## src/rtl/rsfq_pulse_tx_pkg.sv

```systemverilog
// Shared types and helpers for the SFQ stimulus transmitter.
package rsfq_tx_pkg;

  typedef enum logic [1:0] {
    IDLE = 2'd0,
    RUN  = 2'd1,
    TAIL = 2'd2
  } tx_state_e;

  localparam int FRAME_CNT_W = 16;

  // Cycle offset of the data pulse from the frame's clock pulse.
  function automatic int data_ofs(input int t_hold, input int t_setup);
    return t_hold + t_setup;
  endfunction

endpackage

```

## src/rtl/rsfq_pulse_tx_if.sv

```systemverilog
// Word handshake between a stimulus source and rsfq_pulse_tx.
interface rsfq_pulse_tx_if #(
  parameter int N_CH = 2
);
  logic            s_valid;
  logic            s_ready;
  logic [N_CH-1:0] s_data;

  modport master (output s_valid, output s_data, input s_ready);
  modport slave  (input s_valid, input s_data, output s_ready);
endinterface

```

## src/rtl/rsfq_pulse_tx_timer.sv

```systemverilog
// Frame tick counter with wrap, last-tick flags and two pulse-window decodes.
module rsfq_frame_timer #(
  parameter int T_PERIOD   = 32,
  parameter int WIN0_START = 0,
  parameter int WIN1_START = 13,
  parameter int WIN_W      = 2,
  parameter int TW         = $clog2(T_PERIOD)
) (
  input  logic          clk,
  input  logic          rst,
  input  logic          cnt_en_i,
  output logic [TW-1:0] t_o,
  output logic          last_o,
  output logic          last_nxt_o,
  output logic          win0_nxt_o,
  output logic          win1_nxt_o
);

  logic [TW-1:0] t_q, t_d;

  function automatic logic in_win(input logic [TW-1:0] t, input int start, input int width);
    return (int'(t) >= start) && (int'(t) < start + width);
  endfunction

  assign last_o = (t_q == TW'(T_PERIOD - 1));

  always_comb begin
    t_d = '0;
    if (cnt_en_i && !last_o) t_d = t_q + 1'b1;
  end

  always_ff @(posedge clk) begin
    if (rst) t_q <= '0;
    else     t_q <= t_d;
  end

  // Flags are decoded on the next tick so the top can register its outputs.
  assign t_o        = t_q;
  assign last_nxt_o = (t_d == TW'(T_PERIOD - 1));
  assign win0_nxt_o = in_win(t_d, WIN0_START, WIN_W);
  assign win1_nxt_o = in_win(t_d, WIN1_START, WIN_W);

endmodule

```

## src/rtl/rsfq_pulse_tx.sv

```systemverilog
// SFQ stimulus transmitter: one clock-period frame per accepted word.
// Optional macro RSFQ_TX_EXPECT_EN adds exp_valid/exp_and reference outputs.
module rsfq_pulse_tx
  import rsfq_tx_pkg::*;
#(
  parameter int N_CH     = 2,
  parameter int T_PERIOD = 32,
  parameter int T_HOLD   = 12,
  parameter int T_SETUP  = 1,
  parameter int PULSE_W  = 2
) (
  input  logic                   clk,
  input  logic                   rst,
  rsfq_pulse_tx_if.slave         s,
  output logic [N_CH-1:0]        pulse_out,
  output logic                   clk_out,
  output logic                   busy,
  output logic [FRAME_CNT_W-1:0] frame_cnt
`ifdef RSFQ_TX_EXPECT_EN
  ,
  output logic                   exp_valid,
  output logic                   exp_and
`endif
);

  localparam int DATA_OFS = data_ofs(T_HOLD, T_SETUP);
  localparam int TW       = $clog2(T_PERIOD);

  if (T_PERIOD < DATA_OFS + PULSE_W + T_SETUP + 1 || PULSE_W < 1) begin : g_bad_cfg
    $error("rsfq_pulse_tx: T_PERIOD too short for hold/setup/pulse width");
  end

  tx_state_e              state_q, state_d;
  logic                   first_q, first_d;
  logic [N_CH-1:0]        word_q, word_d;
  logic                   ready_q, ready_d;
  logic                   clk_q, clk_d;
  logic [N_CH-1:0]        pulse_q, pulse_d;
  logic [FRAME_CNT_W-1:0] cnt_q, cnt_d;
  logic                   accept, cnt_en, clk_rise;
  logic [TW-1:0]          t_cur;
  logic                   last, last_nxt, clk_win, data_win;

  rsfq_frame_timer #(
    .T_PERIOD  (T_PERIOD),
    .WIN0_START(0),
    .WIN1_START(DATA_OFS),
    .WIN_W     (PULSE_W),
    .TW        (TW)
  ) u_timer (
    .clk       (clk),
    .rst       (rst),
    .cnt_en_i  (cnt_en),
    .t_o       (t_cur),
    .last_o    (last),
    .last_nxt_o(last_nxt),
    .win0_nxt_o(clk_win),
    .win1_nxt_o(data_win)
  );

  assign accept = s.s_valid && ready_q;

  always_comb begin
    state_d = state_q;
    first_d = first_q;
    word_d  = word_q;
    unique case (state_q)
      IDLE: if (accept) begin
        state_d = RUN;
        first_d = 1'b1;
        word_d  = s.s_data;
      end
      RUN: if (last) begin
        first_d = 1'b0;
        if (accept) word_d  = s.s_data;
        else        state_d = TAIL;
      end
      TAIL: if (t_cur == TW'(PULSE_W - 1)) state_d = IDLE;
      default: state_d = IDLE;
    endcase
  end

  // The counter restarts from 0 whenever a frame sequence begins or ends.
  assign cnt_en   = (state_q != IDLE) && (state_d != IDLE);
  assign clk_d    = (((state_d == RUN) && !first_d) || (state_d == TAIL)) && clk_win;
  assign pulse_d  = ((state_d == RUN) && data_win) ? word_d : '0;
  assign ready_d  = (state_d == IDLE) || ((state_d == RUN) && last_nxt);
  assign clk_rise = clk_d && !clk_q;
  assign cnt_d    = cnt_q + FRAME_CNT_W'(clk_rise);

  always_ff @(posedge clk) begin
    if (rst) begin
      state_q <= IDLE;
      first_q <= 1'b0;
      ready_q <= 1'b0;
      clk_q   <= 1'b0;
      pulse_q <= '0;
      cnt_q   <= '0;
    end else begin
      state_q <= state_d;
      first_q <= first_d;
      ready_q <= ready_d;
      clk_q   <= clk_d;
      pulse_q <= pulse_d;
      cnt_q   <= cnt_d;
    end
  end

  always_ff @(posedge clk) begin
    word_q <= word_d;
  end

  assign s.s_ready = ready_q;
  assign pulse_out = pulse_q;
  assign clk_out   = clk_q;
  assign busy      = (state_q != IDLE);
  assign frame_cnt = cnt_q;

`ifdef RSFQ_TX_EXPECT_EN
  // word_q still holds the previous frame's word when its evaluating clock rises.
  logic ev_q, ea_q;

  always_ff @(posedge clk) begin
    if (rst) begin
      ev_q <= 1'b0;
      ea_q <= 1'b0;
    end else begin
      ev_q <= clk_rise;
      ea_q <= clk_rise && (&word_q);
    end
  end

  assign exp_valid = ev_q;
  assign exp_and   = ea_q;
`endif

endmodule

```

## src/flat_wrapper.sv

```systemverilog
// flat-port wrapper written by rule: the top's interface ports become plain ports
module rsfq_pulse_tx_flat import rsfq_tx_pkg::*;
#(
  parameter int N_CH     = 2,
  parameter int T_PERIOD = 32,
  parameter int T_HOLD   = 12,
  parameter int T_SETUP  = 1,
  parameter int PULSE_W  = 2
)
  (clk, rst, pulse_out, clk_out, busy, frame_cnt, s_s_valid, s_s_data, s_s_ready);
  rsfq_pulse_tx_if #(.N_CH(N_CH)) s_i ();
  input  logic clk;
  input  logic rst;
  output logic [N_CH-1:0] pulse_out;
  output logic clk_out;
  output logic busy;
  output logic [FRAME_CNT_W-1:0] frame_cnt;
  input wire logic [$bits(s_i.s_valid)-1:0] s_s_valid;
  input wire logic [$bits(s_i.s_data)-1:0] s_s_data;
  output wire logic [$bits(s_i.s_ready)-1:0] s_s_ready;
  assign s_i.s_valid = s_s_valid;
  assign s_i.s_data = s_s_data;
  assign s_s_ready = s_i.s_ready;
  rsfq_pulse_tx #(.N_CH(N_CH), .T_PERIOD(T_PERIOD), .T_HOLD(T_HOLD), .T_SETUP(T_SETUP), .PULSE_W(PULSE_W)) u_core (.clk(clk), .rst(rst), .s(s_i), .pulse_out(pulse_out), .clk_out(clk_out), .busy(busy), .frame_cnt(frame_cnt));
endmodule
```

## config.mk

```make
export PLATFORM = sky130hd
export DESIGN_NAME = rsfq_pulse_tx_flat
export DESIGN_NICKNAME = d
export VERILOG_FILES = /design/src/rtl/rsfq_pulse_tx_pkg.sv /design/src/rtl/rsfq_pulse_tx_if.sv /design/src/rtl/rsfq_pulse_tx_timer.sv /design/src/rtl/rsfq_pulse_tx.sv /design/src/flat_wrapper.sv
export SDC_FILE = /design/constraint.sdc
export NUM_CORES = 1
export LEC_CHECK = 0
export ABC_AREA = 1
export CORE_MARGIN = 2
export CORE_UTILIZATION = 55
export DETAILED_ROUTE_END_ITERATION = 10
export PLACE_DENSITY = 0.82
export RECOVER_POWER = 25
export SYNTH_ARGS = -nofsm -noshare
export SYNTH_HDL_FRONTEND = slang
export SYNTH_HIERARCHICAL = 1
export SYNTH_SLANG_ARGS = --single-unit
```

## constraint.sdc

```tcl
create_clock -name clk -period 5.55 [get_ports clk]
set_input_delay 0.555 -clock clk [delete_from_list [all_inputs] [get_ports clk]]
set_output_delay 0.555 -clock clk [all_outputs]
set_load 0.05 [all_outputs]
```

Word level (Yosys, flattened, before mapping)
Cells that the tools add are included.

storage, ports and cells
  register bits = 30
  bits in latches = 0
  RAM bits = 0
  memory bits (read-only) = 0
  input bits = 5
  logic and storage cells = 52
  memories kept = 0

operators by class
  add/sub/neg operators = 2
  multipliers = 0
  divide/modulo/power cells = 0
  magnitude comparators = 3
  equality and inequality tests = 7
  shifts and indexed selects = 0
  mux-type cells = 12
  bitwise operators = 1
  reductions and logical operators = 19

operators with widths
  operator             count
  $add 16x1->16        1
  $mux 2               6
  $eq 5x5->1 const B   2
  $logic_and 1x1->1    9
  $pmux 2 s3           1
  $add 5x1->5 const B  1
  $eq 5x1->1 const B   1
  $ge 5x4->1 const B   1
  $lt 5x2->1 const B   1
  $lt 5x4->1 const B   1
  $mux 5               1
  $eq 2x1->1 const B   2
  $eq 2x2->1 const B   2
  $logic_not 2->1      2
  $pmux 2 s2           1
  $reduce_bool 2->1    2
  $logic_not 1->1      3
  $logic_or 1x1->1     2
  $mux 1               2
  $pmux 1 s2           1
  $reduce_or 2->1      1
  $not 1->1            1

Depth between registers and ports, before layout
  depth in word-level cells = 13
  depth in mapped cells = 23

Modules after synthesis
Netlist, hierarchy kept.

by module, submodules not included
  module            instances  cells each  area each (um^2)  seq. area each (um^2)
  rsfq_pulse_tx     1          167         1169.9            500.5
  rsfq_frame_timer  1          45          291.5             100.1

Worst setup path after synthesis
No wires, ideal clock.

  kind = register to register
  start point = reg u_core.u_timer.t_q[0], in the netlist u_core/u_timer/t_o[0]
  end point = reg u_core.cnt_q[14], in the netlist u_core/frame_cnt[14]
  setup time = 0.122 ns
  arrival = 2.861 ns
  required time = 5.428 ns
  setup slack = 2.567 ns
  stages on the path, launching flop included = 23
  path buffers = 0
  period minus slack after synthesis = 2.983 ns
  cells stage by stage = dfxtp_1 -> ha_1 -> nand2_1 -> nor2_1 -> ha_1 -> nand3b_1 -> o21ai_1 -> o21ai_0 -> inv_1 -> inv_1 -> nor2_4 -> nand2_1 -> nand3_1 -> nor2_1 -> nand2_1 -> nor2_1 -> ha_1 -> ha_1 -> nand3_2 -> inv_2 -> nand3_1 -> o21ai_0 -> a21oi_1

between the ends
  cells in the longest elaborated chain, start to end = 11

ends and longest elaborated chain
  item                    line                       RTL
  from (decl)             rsfq_pulse_tx_timer.sv:19  logic [TW-1:0] t_q, t_d;
  from (signal assigned)  rsfq_pulse_tx_timer.sv:34  else t_q <= t_d;
  $eq 5x5->1              rsfq_pulse_tx_timer.sv:25  assign last_o = (t_q == TW'(T_PERIOD - 1));
  via u_core.last         rsfq_pulse_tx.sv:42        logic last, last_nxt, clk_win, data_win;
  $mux 2                  rsfq_pulse_tx.sv:73        RUN: if (last) begin
  $pmux 2 s3              rsfq_pulse_tx.sv:67        unique case (state_q)
  $reduce_bool 2->1       rsfq_pulse_tx.sv:84        assign cnt_en = (state_q != IDLE) && (state_d != IDLE);
  $logic_and 1x1->1       rsfq_pulse_tx.sv:84
  via u_core.cnt_en       rsfq_pulse_tx.sv:40        logic accept, cnt_en, clk_rise;
  $logic_and 1x1->1       rsfq_pulse_tx_timer.sv:29  if (cnt_en_i && !last_o) t_d = t_q + 1'b1;
  $mux 5                  rsfq_pulse_tx_timer.sv:29
  $lt 5x2->1              rsfq_pulse_tx_timer.sv:22  return (int'(t) >= start) && (int'(t) < start + width);
  via u_core.clk_win      rsfq_pulse_tx.sv:42
  $logic_and 1x1->1       rsfq_pulse_tx.sv:85        assign clk_d = (((state_d == RUN) && !first_d) || (state_d == TAIL)) && clk_win;
  $logic_and 1x1->1       rsfq_pulse_tx.sv:88        assign clk_rise = clk_d && !clk_q;
  $add 16x1->16           rsfq_pulse_tx.sv:89        assign cnt_d = cnt_q + FRAME_CNT_W'(clk_rise);
  to (signal assigned)    rsfq_pulse_tx.sv:105       cnt_q <= cnt_d;
  to (decl)               rsfq_pulse_tx.sv:39        logic [FRAME_CNT_W-1:0] cnt_q, cnt_d;

The timed path passes the listed nets, and every way through them passes these cells.
A chain may end at the register's enable or synchronous reset.

Final worst setup path
Same ends and word-level chain as after synthesis.

==> out/results.tsv <==
stage	metric	value	unit
outcome	status	finished clean	
logic_synthesis	number of synthesized flops with an enable pin	0	
detailed_routing	Avg Vias per Cell	4.93	
clocking	clk_lat worst skew	0.34	ns
critical_path	Worst R2R Setup Slack	2.11	ns
detailed_routing	DRC	0	
placed_design	post-detail-place hpwl	2200	um
logic_synthesis	Synth Area in Adders	3.42	%
clocking	H-tree Lvls	2	
global_route	first-pass GRT wire length	4930	um
critical_path	CP max FO	6	
critical_path	CP required	5.74	ns
power_and_ir_drop	LEAKAGE	0.760	nW
floorplan	Initial Util	58.5	%
floorplan	cell row count	18	
logic_synthesis	ys async rst share	0	%
logic_synthesis	main combinational cell family by area after synthesis	simple AND/OR/NAND/NOR gates	
logic_synthesis	Seq/Total Area, Yosys	41.1	%
floorplan	die width	55.5	um
logic_synthesis	most common cell in the netlist	nor2_1	
power_and_ir_drop	P per Cell Area	231	nW/um^2
flow_run	Max-cap violations	0	
logic_synthesis	syn_nets	221	
logic_synthesis	Syn. warnings	6	
clocking	clk root buf	clkbuf_4	
cells_and_area	fraction of layout cells with a size suffix above 1	6.56	%
timing	Setup TNS	0	ns
logic_synthesis	mux share of post-synthesis cell area	0	%
detailed_routing	drt total wl	2880	um
critical_path	Worst Setup SP	u_core/u_timer/t_o[0]	
timing	Final Hold Slack	0.470	ns
clocking	clock tree buffer depth	2	
clocking	clk sinks	30	
critical_path	Reg-to-Reg Start	u_core/u_timer/t_o[0]	
timing	count of final hold-check violations	0	
timing	Max Transition Viols Final	0	
logic_synthesis	share of the synthesized area in the top cell type	41.1	%
logic_synthesis	Primary FF master, synth	dfxtp_1	
clocking	Clk pin slew, worst setup/hold paths	0.09	ns
timing	Tmin final	3.44	ns
logic_synthesis	Synth area leaders	dfxtp_1 (41%), nor2_1 (12%), nand2_1 (11%), inv_1 (8.2%), o21ai_0 (3.8%)	
clocking	post-CTS setup buffer count	0	
floorplan	die height	55.5	um
global_route	vias in the first global route	1182	
logic_synthesis	mapped cell area	1460	um^2
timing	slew of the pin with the lowest slew margin	0.732	ns
logic_synthesis	simple-gate area share of the yosys netlist	35.3	%
floorplan	io pins	26	
power_and_ir_drop	final total power	417	uW
detailed_routing	DRT iter0 DRCs	36	
logic_synthesis	xor-xnor portion of the synthesized cell area	1.80	%
logic_synthesis	Synth Instances	212	
logic_synthesis	Synth Register Bits	30	
critical_path	WP data arrival	3.63	ns
global_route	largest net degree at the start of global routing	21	
detailed_routing	vias	1350	
min_path	type of the worst min-delay path	register to register	
timing	fin crit share	61.9	%
floorplan	Die Area	3090	um^2
global_route	GRT Total Usage	20.5	%
clocking	post-CTS resize count	0	
power_and_ir_drop	worst vdd ir	0.254	mV
logic_synthesis	cell taking the most area after synthesis	dfxtp_1	
placed_design	RePlAce Congestion	0.891	
clocking	CTS tree	done	
cells_and_area	Net count, final	252	
timing	Max-slew headroom	51.1	%
logic_synthesis	most frequent cells after synthesis	nor2_1 (47), nand2_1 (43), inv_1 (32)	
critical_path	crit end category	register	
detailed_routing	Pre-antenna DRT Iters	4	
timing	unrepaired setup endpoints after global routing	no	
detailed_routing	WL per Instance	10.5	um
floorplan	core area	2500	um^2
global_route	global route overflow	0	
cells_and_area	Area growth, synth to finish	23.5	%
detailed_routing	Final ANT Viol Nets	0	
global_route	antenna violations before repair	0	
logic_synthesis	Distinct cells, synth	23	
timing	Fin Clk Skew	0.0114	ns
critical_path	CP startpoint kind	register	
clocking	CTS buffer count	5	
timing	Fmax achieved	291	MHz
critical_path	Setup CP Type	register to register	
placed_design	Buffers on Ports	25	
cells_and_area	# diodes	0	
min_path	HP Start	u_core/frame_cnt[15]	
logic_synthesis	average cell area after synthesis	6.89	um^2
timing	Setup violations, final	0	
clocking	Hold Buf Count CTS	0	
logic_synthesis	compound-gate portion of the synthesized area	9.42	%
worst paths after layout:
| check | cells after the start | endpoint |
|---|---|---|
| worst max-delay path | 22 | u_core/frame_cnt[14] |
| worst min-delay path | 2 | u_core/frame_cnt[15] |
| worst max register to register | 22 | u_core/frame_cnt[14] |
| worst min register to register | 2 | u_core/frame_cnt[15] |
power breakdown:
group	leakage (nW)	switching [mW]	internal, mW
clock network	0.0353	0.0773	0.0613
registers	0.243	0.00372	0.224
logic	0.482	0.0334	0.0170
placed cells by master (no fill, tap or decap), types with 2 or more instances in the layout:
cell type        count
a21oi_1              9
clkbuf_4             5
clkdlybuf4s50_1     18
dfxtp_1             30
dlygate4sd3_1        7
ha_1                 4
inv_1               32
inv_2                2
nand2_1             43
nand3_1              9
nand3_2              3
nand3b_1             3
nand4_1              3
nor2_1              47
nor3_4               2
o211ai_1             2
o21ai_0             14
xnor2_1              2
through the flow:
| stage | utilization (%) | setup WS, ns | area (um^2) | std cells |
|---|---|---|---|---|
| final | 72.2 | 2.11 | 1810 | 274 |
| after global routing | 72.2 | 1.78 | 1810 | 274 |
| after CTS | 72.2 | 2.19 | 1810 | 274 |
| after detailed placement | 69.8 | 2.20 | 1750 | 266 |
| after global placement | 69.8 | 2.30 | 1750 | 266 |
| after floorplan | - | 2.57 | 1460 | 212 |
final cells by class:
cell class                      instances  area, um^2
Multi-Input combinational cell        147         729
Fill cell                             213         694
Sequential cell                        30         601
Timing Repair Buffer                   25         250
Inverter                               34         128
Clock buffer                            7        55.1
Tap cell                               30        37.5
Clock inverter                          1        5.00
routing by layer:
layer | GRT usage, % | wire (um) | vias up
met5 | 0 | 0 | -
met4 | 10.5 | 60 | 0
met2 | 29.8 | 1220 | 36
li1 | - | - | 726
met3 | 5.62 | 132 | 8
met1 | 27.8 | 1460 | 580
cell families (layout without fill, tap and decap cells):
logic type               count (synthesis)  count (layout)
flip-flops                              30              30
buffers and inverters                   35              67
AO/OA/AOI/OAI                           26              26
XOR/XNOR                                 3               3
AND/OR/NAND/NOR                        114             114
adder cells (fa/ha/maj)                  4               4
sequential cells by signal, summed over array words and instances (netlist names):
signal,cells
u_core/clk_out,1
u_core/word_q,2
u_core/frame_cnt,16
u_core/s.s_ready,1
u_core/state_q,2
u_core/u_timer/t_o,5
u_core/pulse_out,2
u_core/first_q,1
worst max-delay path, stage by stage (launching register included):
cell      delay (ns)
dfxtp_1         0.43
ha_1            0.20
nand2_1         0.10
nor2_1          0.12
ha_1            0.27
nand3b_1        0.14
o21ai_0         0.13
o21ai_0         0.19
inv_1           0.07
inv_1           0.09
nor2_4          0.05
nand2_1         0.10
nand3_1         0.08
nor2_1          0.09
nand2_1         0.07
nor2_1          0.09
ha_1            0.21
ha_1            0.21
nand3_2         0.11
inv_2           0.09
nand3_1         0.14
o21ai_0         0.21
a21oi_1         0.09
(Power assumes the default switching activity.)
